### config.mk
export PLATFORM = sky130hd
export DESIGN_NAME = pipeline_hazard_ctrl
export DESIGN_NICKNAME = d
export VERILOG_FILES = /design/src/rtl/pipeline_ctrl_pkg.sv /design/src/rtl/pipeline_hazard_ctrl_cmp.sv /design/src/rtl/pipeline_hazard_ctrl.sv
export SDC_FILE = /design/constraint.sdc
export NUM_CORES = 1
export LEC_CHECK = 0
export ABC_CLOCK_PERIOD_IN_PS = 1900
export CORE_ASPECT_RATIO = 1.4
export CORE_MARGIN = 1.5
export CORE_UTILIZATION = 25
export DETAILED_ROUTE_END_ITERATION = 16
export GPL_TIMING_DRIVEN = 0
export HOLD_SLACK_MARGIN = 0.1
export SLEW_MARGIN = 40
export SYNTH_ARGS = -nofsm -noshare
export SYNTH_HDL_FRONTEND = slang
export SYNTH_SLANG_ARGS = --single-unit
### constraint.sdc
create_clock -name clk -period 1.9 [get_ports clk]
set_clock_uncertainty 0.15 [all_clocks]
set_input_delay 0.285 -clock clk [delete_from_list [all_inputs] [get_ports clk]]
set_output_delay 0.285 -clock clk [all_outputs]
set_load 0.005 [all_outputs]
### src/rtl/pipeline_ctrl_pkg.sv
// Shared definitions for the pipeline hazard / halt controller:
// FSM state encoding, drain length, statistic width and register address width.
package pipeline_ctrl_pkg;

  // Number of cycles the pipeline spends draining before it reports halted.
  localparam int DRAIN_CYCLES = 3;

  // Width of the saturating statistic counters.
  localparam int STAT_W = 16;

  // Width of a register address field in the instruction word.
  localparam int REG_AW = 3;

  // Number of in-flight writer stages checked for hazards (EX, MEM, WB).
  localparam int N_WR_STAGES = 3;

  // Drain counter width; three cycles fit in two bits.
  localparam int DRAIN_W = 2;

  // Value loaded into the drain counter on entry to DRAIN.
  localparam logic [DRAIN_W-1:0] DRAIN_LOAD = DRAIN_W'(DRAIN_CYCLES);

  // Controller state encoding; the numeric values are visible on ctrl_state.
  typedef enum logic [1:0] {
    ST_RUN    = 2'd0,
    ST_STALL  = 2'd1,
    ST_DRAIN  = 2'd2,
    ST_HALTED = 2'd3
  } ctrl_state_e;

  // Bundle of the pipeline control outputs driven by the output decoder.
  typedef struct packed {
    logic pc_we;
    logic ifid_we;
    logic ifid_flush;
    logic idex_bubble;
    logic exmem_flush;
    logic halt_ack;
  } ctrl_out_t;

  // Increment that sticks at the all-ones value instead of wrapping.
  function automatic logic [STAT_W-1:0] sat_inc(input logic [STAT_W-1:0] v);
    return (&v) ? v : v + STAT_W'(1);
  endfunction

endpackage

### src/rtl/pipeline_hazard_ctrl_cmp.sv
// One source-register comparator: flags a read-after-write conflict when any
// valid in-flight writer (EX, MEM or WB) targets the same register. Register 0
// is treated like any other register.
import pipeline_ctrl_pkg::*;

module hazard_cmp (
  input  logic [REG_AW-1:0]                  field_i,
  input  logic [N_WR_STAGES-1:0]             wr_en_i,
  input  logic [N_WR_STAGES-1:0][REG_AW-1:0] wr_rd_i,
  output logic                               match_o
);

  logic [N_WR_STAGES-1:0] stage_hit;

  // Per-stage equality check, qualified by that stage's regwrite.
  for (genvar gi = 0; gi < N_WR_STAGES; gi++) begin : g_stage
    assign stage_hit[gi] = wr_en_i[gi] && (wr_rd_i[gi] == field_i);
  end

  assign match_o = |stage_hit;

endmodule

### src/rtl/pipeline_hazard_ctrl.sv
// Pipeline hazard and halt controller.
// Detects RAW hazards against EX/MEM/WB writers, stalls the front end,
// flushes on a WB-resolved redirect, and runs a drain/halt handshake.
// Control outputs are combinational from state and current inputs with
// priority redirect > hazard > halt. Stall cycles and flush events are
// counted in saturating statistics.
import pipeline_ctrl_pkg::*;

module pipeline_hazard_ctrl (
  input  logic              clk,
  input  logic              rst,
  input  logic              id_valid,
  input  logic [REG_AW-1:0] id_rs,
  input  logic [REG_AW-1:0] id_rt,
  input  logic              id_uses_rt,
  input  logic              ex_regwrite,
  input  logic              mem_regwrite,
  input  logic              wb_regwrite,
  input  logic [REG_AW-1:0] ex_rd,
  input  logic [REG_AW-1:0] mem_rd,
  input  logic [REG_AW-1:0] wb_rd,
  input  logic              wb_redirect,
  input  logic              halt_req,
  output logic              pc_we,
  output logic              ifid_we,
  output logic              ifid_flush,
  output logic              idex_bubble,
  output logic              exmem_flush,
  output logic              halt_ack,
  output logic [STAT_W-1:0] stall_cycles,
  output logic [STAT_W-1:0] flush_events,
  output logic [1:0]        ctrl_state
);

  // ---------------------------------------------------------------------------
  // Hazard detection: one comparator per source field (0 = rs, 1 = rt).
  // ---------------------------------------------------------------------------
  logic [1:0][REG_AW-1:0]                  src_field;
  logic [1:0]                              src_match;
  logic [N_WR_STAGES-1:0]                  wr_en;
  logic [N_WR_STAGES-1:0][REG_AW-1:0]      wr_rd;
  logic                                    hazard;

  assign src_field[0] = id_rs;
  assign src_field[1] = id_rt;

  assign wr_en = {wb_regwrite, mem_regwrite, ex_regwrite};
  assign wr_rd = {wb_rd, mem_rd, ex_rd};

  for (genvar gi = 0; gi < 2; gi++) begin : g_src
    hazard_cmp u_cmp (
      .field_i (src_field[gi]),
      .wr_en_i (wr_en),
      .wr_rd_i (wr_rd),
      .match_o (src_match[gi])
    );
  end

  // rt only matters when the instruction actually reads it.
  assign hazard = id_valid && (src_match[0] || (id_uses_rt && src_match[1]));

  // ---------------------------------------------------------------------------
  // FSM state and drain counter.
  // ---------------------------------------------------------------------------
  ctrl_state_e         state_q, state_d;
  logic [DRAIN_W-1:0]  drain_q, drain_d;
  logic                redirect_act;

  // A redirect is honoured everywhere except once the pipeline is halted.
  assign redirect_act = wb_redirect && (state_q != ST_HALTED);

  // State register: reset wins over every state, including DRAIN and HALTED.
  always_ff @(posedge clk) begin
    if (rst) begin
      state_q <= ST_RUN;
      drain_q <= '0;
    end else begin
      state_q <= state_d;
      drain_q <= drain_d;
    end
  end

  // Next-state logic with redirect > hazard > halt priority.
  always_comb begin
    state_d = state_q;
    drain_d = drain_q;
    if (redirect_act) begin
      // After a flush, either resume or restart the drain from the top.
      if (halt_req) begin
        state_d = ST_DRAIN;
        drain_d = DRAIN_LOAD;
      end else begin
        state_d = ST_RUN;
      end
    end else begin
      case (state_q)
        ST_RUN, ST_STALL: begin
          if (hazard) begin
            state_d = ST_STALL;
          end else if (halt_req) begin
            state_d = ST_DRAIN;
            drain_d = DRAIN_LOAD;
          end else begin
            state_d = ST_RUN;
          end
        end
        ST_DRAIN: begin
          if (!halt_req) begin
            // Halt withdrawn: resume fetching; PC was held during the drain.
            state_d = ST_RUN;
          end else if (drain_q <= DRAIN_W'(1)) begin
            // Counter reaches zero this cycle: pipeline is empty.
            state_d = ST_HALTED;
            drain_d = '0;
          end else begin
            drain_d = drain_q - DRAIN_W'(1);
          end
        end
        ST_HALTED: begin
          if (!halt_req) begin
            state_d = ST_RUN;
          end
        end
        default: begin
          state_d = ST_RUN;
          drain_d = '0;
        end
      endcase
    end
  end

  // ---------------------------------------------------------------------------
  // Output decode: purely combinational from state and current inputs.
  // ---------------------------------------------------------------------------
  ctrl_out_t ctrl;

  // Control outputs; reset forces the pipeline registers to NOPs and freezes PC.
  always_comb begin
    ctrl = '0;
    if (rst) begin
      ctrl.ifid_flush  = 1'b1;
      ctrl.idex_bubble = 1'b1;
      ctrl.exmem_flush = 1'b1;
    end else if (redirect_act) begin
      // Load the target and squash the three younger stages.
      ctrl.pc_we       = 1'b1;
      ctrl.ifid_we     = 1'b1;
      ctrl.ifid_flush  = 1'b1;
      ctrl.idex_bubble = 1'b1;
      ctrl.exmem_flush = 1'b1;
    end else begin
      case (state_q)
        ST_RUN, ST_STALL: begin
          if (hazard) begin
            // Hold PC and IF/ID, inject a bubble into EX.
            ctrl.idex_bubble = 1'b1;
          end else begin
            ctrl.pc_we   = 1'b1;
            ctrl.ifid_we = 1'b1;
          end
        end
        ST_DRAIN: begin
          // Stop fetching and feed NOPs while older instructions retire.
          ctrl.ifid_flush  = 1'b1;
          ctrl.idex_bubble = 1'b1;
        end
        ST_HALTED: begin
          ctrl.halt_ack = 1'b1;
        end
        default: begin
          ctrl = '0;
        end
      endcase
    end
  end

  assign pc_we       = ctrl.pc_we;
  assign ifid_we     = ctrl.ifid_we;
  assign ifid_flush  = ctrl.ifid_flush;
  assign idex_bubble = ctrl.idex_bubble;
  assign exmem_flush = ctrl.exmem_flush;
  assign halt_ack    = ctrl.halt_ack;
  assign ctrl_state  = state_q;

  // ---------------------------------------------------------------------------
  // Saturating statistics.
  // ---------------------------------------------------------------------------
  logic [STAT_W-1:0] stall_q, stall_d;
  logic [STAT_W-1:0] flush_q, flush_d;
  logic              stall_evt;

  // A stall is a frozen PC while in RUN or STALL; drain cycles do not count.
  assign stall_evt = !ctrl.pc_we && ((state_q == ST_RUN) || (state_q == ST_STALL));

  // Next values of the statistic counters.
  always_comb begin
    stall_d = stall_q;
    flush_d = flush_q;
    if (stall_evt) begin
      stall_d = sat_inc(stall_q);
    end
    if (redirect_act) begin
      flush_d = sat_inc(flush_q);
    end
  end

  // Statistic registers, cleared by reset.
  always_ff @(posedge clk) begin
    if (rst) begin
      stall_q <= '0;
      flush_q <= '0;
    end else begin
      stall_q <= stall_d;
      flush_q <= flush_d;
    end
  end

  assign stall_cycles = stall_q;
  assign flush_events = flush_q;

endmodule

# Word level (Yosys, flattened, before mapping)
# Cells that the tools add are included.
# word_totals
regBits	36
output_inout_bits	40
word_cells	72
input_bits	24
# classes
n_mux	24
n_reduce_logical	24
n_lt_le_gt_ge	1
add_sub_neg	3
n_eq_ne	14
n_bitwise	2
# ops
cell	count
adder 16 x 1 -> 16 bit (second input constant)	2
AND reduction 16 bit	2
two-way mux 2 bit	14
== test 3 bit	6
logical AND 1 bit	10
!= test 3 bit (second input constant)	3
one-hot mux 2 bit (3 select lines)	1
AND reduction 2 bit	3
OR reduction 3 bit	2
two-way mux 1 bit	5
two-way mux 5 bit	1
== test 2 bit (second input constant)	2
!= test 4 bit (second input constant)	1
one-hot mux 2 bit (2 select lines)	1
two-way mux 3 bit	1
AND reduction 3 bit	1
nonzero test 3 bit	1
== test 2 x 1 -> 1 bit (second input constant)	1
less-or-equal comparator 2 x 1 -> 1 bit (second input constant)	1
logical NOT 2 bit	1
logical OR 1 bit	2
!= test 2 bit (second input constant)	1
NOT 1 bit	2
one-hot mux 1 bit (2 select lines)	1
3 further kinds	3

# Longest topological paths before layout
# Gate-level depths: netlist (run 1).
# logic_depth
word_depth	13
ltp_mapped	8
mapped_depth_nobuf	7

# Hierarchy
# From an unflattened synthesis (run 1), not the netlist that was laid out.
# unflattened
hier_cells	256
area_unflattened_um2	2138.3
# modules_own_cells
mod	seq_area_each_um2	instances	cells_per_inst	area_each_um2
pipeline_hazard_ctrl	720.7	1	230	1933.1
hazard_cmp	0.0	2	13	102.6

# Worst setup path before layout (run 1)
# OpenSTA, ideal clock, no wires.
# synth_path
kind	register to register
startpoint	register stall_q[0], in the netlist stall_cycles[0]
endpoint	register stall_q[14], in the netlist stall_cycles[14]
path_buffers	1
arrival_ns	1.865
period_less_slack_ns	2.085
stages_incl_launch_ff	9
slack_ns	-0.185
required_time_ns	1.680
setup_ns	0.070
cell_sequence	dfxtp_1 ha_1 nand4_1 o41ai_1 nor2_1 o21ai_2 buf_6 or4_1 a21oi_1
# synth_via
elab_chain_len	3
word_cells_on_any_way	4
cone_classes	add/sub (1); bitwise (1); reduce/logical (2)
# synth_lines
item	line_no	source
start: declaration	pipeline_hazard_ctrl.sv:188	logic [STAT_W-1:0] stall_q, stall_d;
start signal: assignment	pipeline_hazard_ctrl.sv:213	stall_q <= stall_d;
branches (longest 3 deep; another with adder 16 x 1 -> 16 bit)	-	
# Parallel ways; which one is timed is not known.
# A chain may end at the register's enable or synchronous reset.

# Worst setup path after layout (run 1)
# layout_path
startpoint	input id_rt[2]
endpoint	output pc_we
# layout_via
elab_chain_len	10
word_cells_on_any_way	14
cone_classes	eq/ne (3); mux (4); reduce/logical (7)
# layout_lines
item	line_no	source
start: declaration	pipeline_hazard_ctrl.sv:14	input logic [REG_AW-1:0] id_rt,
== test 3 bit	pipeline_hazard_ctrl_cmp.sv:17	assign stage_hit[gi] = wr_en_i[gi] && (wr_rd_i[gi] == field_i);
logical AND 1 bit	pipeline_hazard_ctrl_cmp.sv:17	
OR reduction 3 bit (*)	pipeline_hazard_ctrl_cmp.sv:20	assign match_o = |stage_hit;
logical AND 1 bit (*)	pipeline_hazard_ctrl.sv:60	assign hazard = id_valid && (src_match[0] || (id_uses_rt && src_match[1]));
logical OR 1 bit (*)	pipeline_hazard_ctrl.sv:60	
logical AND 1 bit (*)	pipeline_hazard_ctrl.sv:60	
two-way mux 2 bit (*)	pipeline_hazard_ctrl.sv:154	if (hazard) begin
two-way mux 2 bit (*)	pipeline_hazard_ctrl.sv:152	case (state_q)
two-way mux 5 bit (*)	pipeline_hazard_ctrl.sv:144	end else if (redirect_act) begin
two-way mux 2 bit (*)	pipeline_hazard_ctrl.sv:140	if (rst) begin
end: declaration	pipeline_hazard_ctrl.sv:24	output logic pc_we,
# Mark *: on every way between the ends. The rest lies on a longest branch, timed or not.

==> results.md, run 1 <==
* Part of the power in registers at a little under half
* Die Y at 108 um
* Mapped Area at 0.00197 mm^2
* Final period util at 102%
* Clk sink count at 36
* Max-slew violations at 0
* Post-route DRC at 0
* Final WS setup at -47.0 ps
* Area grow syn2layout at 65.1%
* Setup Crit Path Kind: input port to primary output
* Max-cap violation count at 0
* CP max-delay cell: or2_4
* Clock Latency Late Sink at 290 ps
* Final HPWL DP at ~4000 um
* CP required at between 1000 and 1500 ps
* Least-Margin Pin Slew at 631 ps
* Delay-heaviest family, CP: simple AND/OR/NAND/NOR gates
* Violated checks: setup timing
* Seq/Total Area, Yosys at a little over a third
* Synth warn at 0
* Worst Path Arrival at around 1500 ps
* HP Class: flip-flop to flip-flop
* Layout cells sized above 1 at between 30% and 40%
* First-pass GRT wire length at 9140 um
* Post-Route WL at 5830 um
* Async SR Flop Fraction at 0%
* Initial antenna violation count at 0
* Crit path capture type: primary output
* EDFF count, synth at 0
* Clock root cell: clkbuf_8
* Total chip power at around 0.0017 W
* Min Tclk post-route at between 1500 and 2000 ps
* Final hold violation count at 0
* Vias in the first global route at ~2000
* Clk pwr share at 35.7%
* Status: finished, violations left
* TritonCTS clock tree: built
* Placed cells at 400
* Worst vdd ir at roughly 260 uV
* Top Ports at 64
* Sw Ratio at between 20% and 30%
* Via count at around 2000
* Chip Width at slightly below 80 um
* Via-to-Cell Ratio at 4.84
* RSZ-0062 raised after global routing: true
* N_diodes at 0
* Crit-path max FO at 3
* Hold Buf Count CTS at 0
* Gate Count Post-Synth at roughly 240
* DR pass1 iterations at 4
* Pin count of the biggest net entering global routing at 11
* Critical Path Source Type: input port
* Total gr overflow at 0
* Area share of the largest cell type after synthesis at 36.7%
* Dominant cell type by area after synthesis: dfxtp_1
* Comb pwr share at ~18%
* Final nets at 351
* Dominant synthesized flop cell: dfxtp_1
* FMAX at just over 500 MHz
* Aggregate negative setup slack at -274 ps
* Post-Syn Nets at about 260
* Routed Antenna Nets at 0
* Leakage at ~1.2 nW
* Worst path bufs/invs at 3
* Setup violations, final at 12
* Pint at around 0.0013 W
* DRT iter0 DRCs at 85
* Post-route design area at about 0.0032 mm^2
* Longest Clk Path Bufs at 2
* Finished Layout Cells at approximately 430
* Htree depth at 2
* Crit-path cells: buf_8, xnor2_2, nand4_1, a31oi_4, or2_4, a311oi_4, buf_4, buf_6
* Die area at approximately 0.0084 mm^2
* Seq cells post-synth at 36
* Starting density of the core at 25.5%
* Area of placed instances at roughly 0.0027 mm^2
* Filler cells at about 810
* FP Rows at 38
* Sw power at 0.000437 W
* Synth area leaders: dfxtp_1 (37%), xnor2_1 (12%), nand4_1 (5.7%)
* Avg WL per Cell at between 10 and 15 um
* I/O Buffers at 63
* Setup Slack @ Placement at -1250 ps
* Syn avg cell area at 8.29 um^2
* Routability cong. at 0.783
* All-layer global routing usage at a little over an eighth
* CTS Buf Count at 5
* Cell variety after synth at 38
* CORE AREA at 0.00770 mm^2
* Clock-pin slew on the worst setup and hold paths at 70 ps
* Power Dens Cells at 523 mW/mm^2
* Slew HR at 57.9%
* Slowest stage delay, CP at between 200 and 300 ps
## power groups by stage
stage	logic [W]	clock network (W)	registers [W]
2_1_floorplan	0.000116	0	0.000799
3_3_place_gp	0.000236	0	0.000802
3_5_place_dp	0.000240	0	0.000802
4_1_cts	0.000283	0.000622	0.000783
5_1_grt	0.000328	0.000656	0.000784
6_report	0.000308	0.000606	0.000781
## metrics by stage
stage | util (%) | hold slack (ps)
detailed placement | 35.5 | 318
global placement | 35.5 | 308
finish | 42.1 | 329
CTS | 40.0 | 328
global route | 42.1 | 360
floorplan | - | 294
## logic make-up (layout without fill, tap and decap cells)
logic type                 after synthesis  in the layout  synth area share [%]
and+or+nand+nor                         99             99                  26.3
AOI/OAI and AO/OA                       44             44                  14.5
adders and majority gates                2              2                  1.27
buffers and inverters                   18            106                  4.07
DFF                                     36             36                  36.7
muxes                                    4              4                  2.10
xor gates and xnor gates                34             34                  15.1
## state kept, by name, summed over array words and instances, names as in the netlist
name          cells
flush_events     16
stall_cycles     16
ctrl_state        2
drain_q           2
## placed cells by master (no fill, tap or decap), types with 6 or more instances in the layout
cell             count
nand3_1              9
nand2_1             10
or3_1                8
xnor2_1             17
buf_4               20
xnor2_2              9
nand4_1             18
nor2_1              23
dfxtp_2             13
o21ai_0              9
clkbuf_8             8
dfxtp_1             15
dlygate4sd2_1        6
a21oi_1             11
xor2_1               8
clkdlybuf4s50_1     36
buf_6               15
dfxtp_4              8
inv_1                8
## per-layer routing
metal	GRT usage, %	up-vias	routed length [um]
li1	-	1024	-
met1	13.9	974	2270
met2	27.3	50	3290
met3	2.37	8	204
met4	5.36	0	72
met5	0	-	0
## layout make-up
| cell class | count | area, um^2 | share of cell area (%) |
|---|---|---|---|
| Multi-Input combinational cell | 183 | 1390 | 42.8 |
| Timing Repair Buffer | 82 | 771 | 23.8 |
| Sequential cell | 36 | 767 | 23.6 |
| Tap cell | 100 | 125 | 3.86 |
| Clock buffer | 7 | 96.3 | 2.97 |
| Buffer | 7 | 58.8 | 1.81 |
| Inverter | 10 | 37.5 | 1.16 |
## synth_stat cells, types with 2 or more instances
| library cell | instances |
|---|---|
| xor2_1 | 8 |
| nand4_1 | 18 |
| o211ai_1 | 5 |
| o31ai_1 | 4 |
| nor2b_1 | 2 |
| or2_2 | 3 |
| a211o_1 | 2 |
| a21oi_1 | 16 |
| ha_1 | 2 |
| or3_1 | 9 |
| nand3_1 | 10 |
| o21ai_0 | 11 |
| inv_1 | 10 |
| or4_1 | 4 |
| clkbuf_1 | 4 |
| nor3_1 | 5 |
| nor4_1 | 2 |
| xnor2_1 | 26 |
| mux2i_1 | 3 |
| dfxtp_1 | 36 |
| nand2_1 | 13 |
| nor2_1 | 25 |
| and3_1 | 4 |
## worst min-delay path, delay by kind of cell (launching register included)
family           cells  cell delay [ps]
DFF                  1              320
and+or+nand+nor      1               50
muxes                1               60
## path summary, 6_finish.rpt
check                                                  start                           end  slack, ps  depth (start not counted)
worst min register to register       drain_q[0]$_SDFFE_PP0P_       drain_q[0]$_SDFFE_PP0P_        330                          2
worst min-delay path                 drain_q[0]$_SDFFE_PP0P_       drain_q[0]$_SDFFE_PP0P_        330                          2
worst max register to register  stall_cycles[1]$_SDFFE_PP0P_  stall_cycles[6]$_SDFFE_PP0P_        -40                          8
worst max-delay path                                id_rt[2]                         pc_we        -50                          8
## what timing repair did
| action | in CTS | in global routing |
|---|---|---|
| hold endpoints to repair | 0 | 0 |
| resized for setup | 153 | 34 |
| cloned | 1 | 0 |
| setup endpoints to repair | 41 | 31 |
| pin swaps | 29 | 19 |
| buffers inserted | 15 | 4 |
Power figures use the tool's default switching activity.
==> inputs of run 2 (changes only) <==
Settings changed: ABC_CLOCK_PERIOD_IN_PS 1900 to not set.
==> results of run 2 <==
Final layout, timing and power as in run 1 (identical DEF).
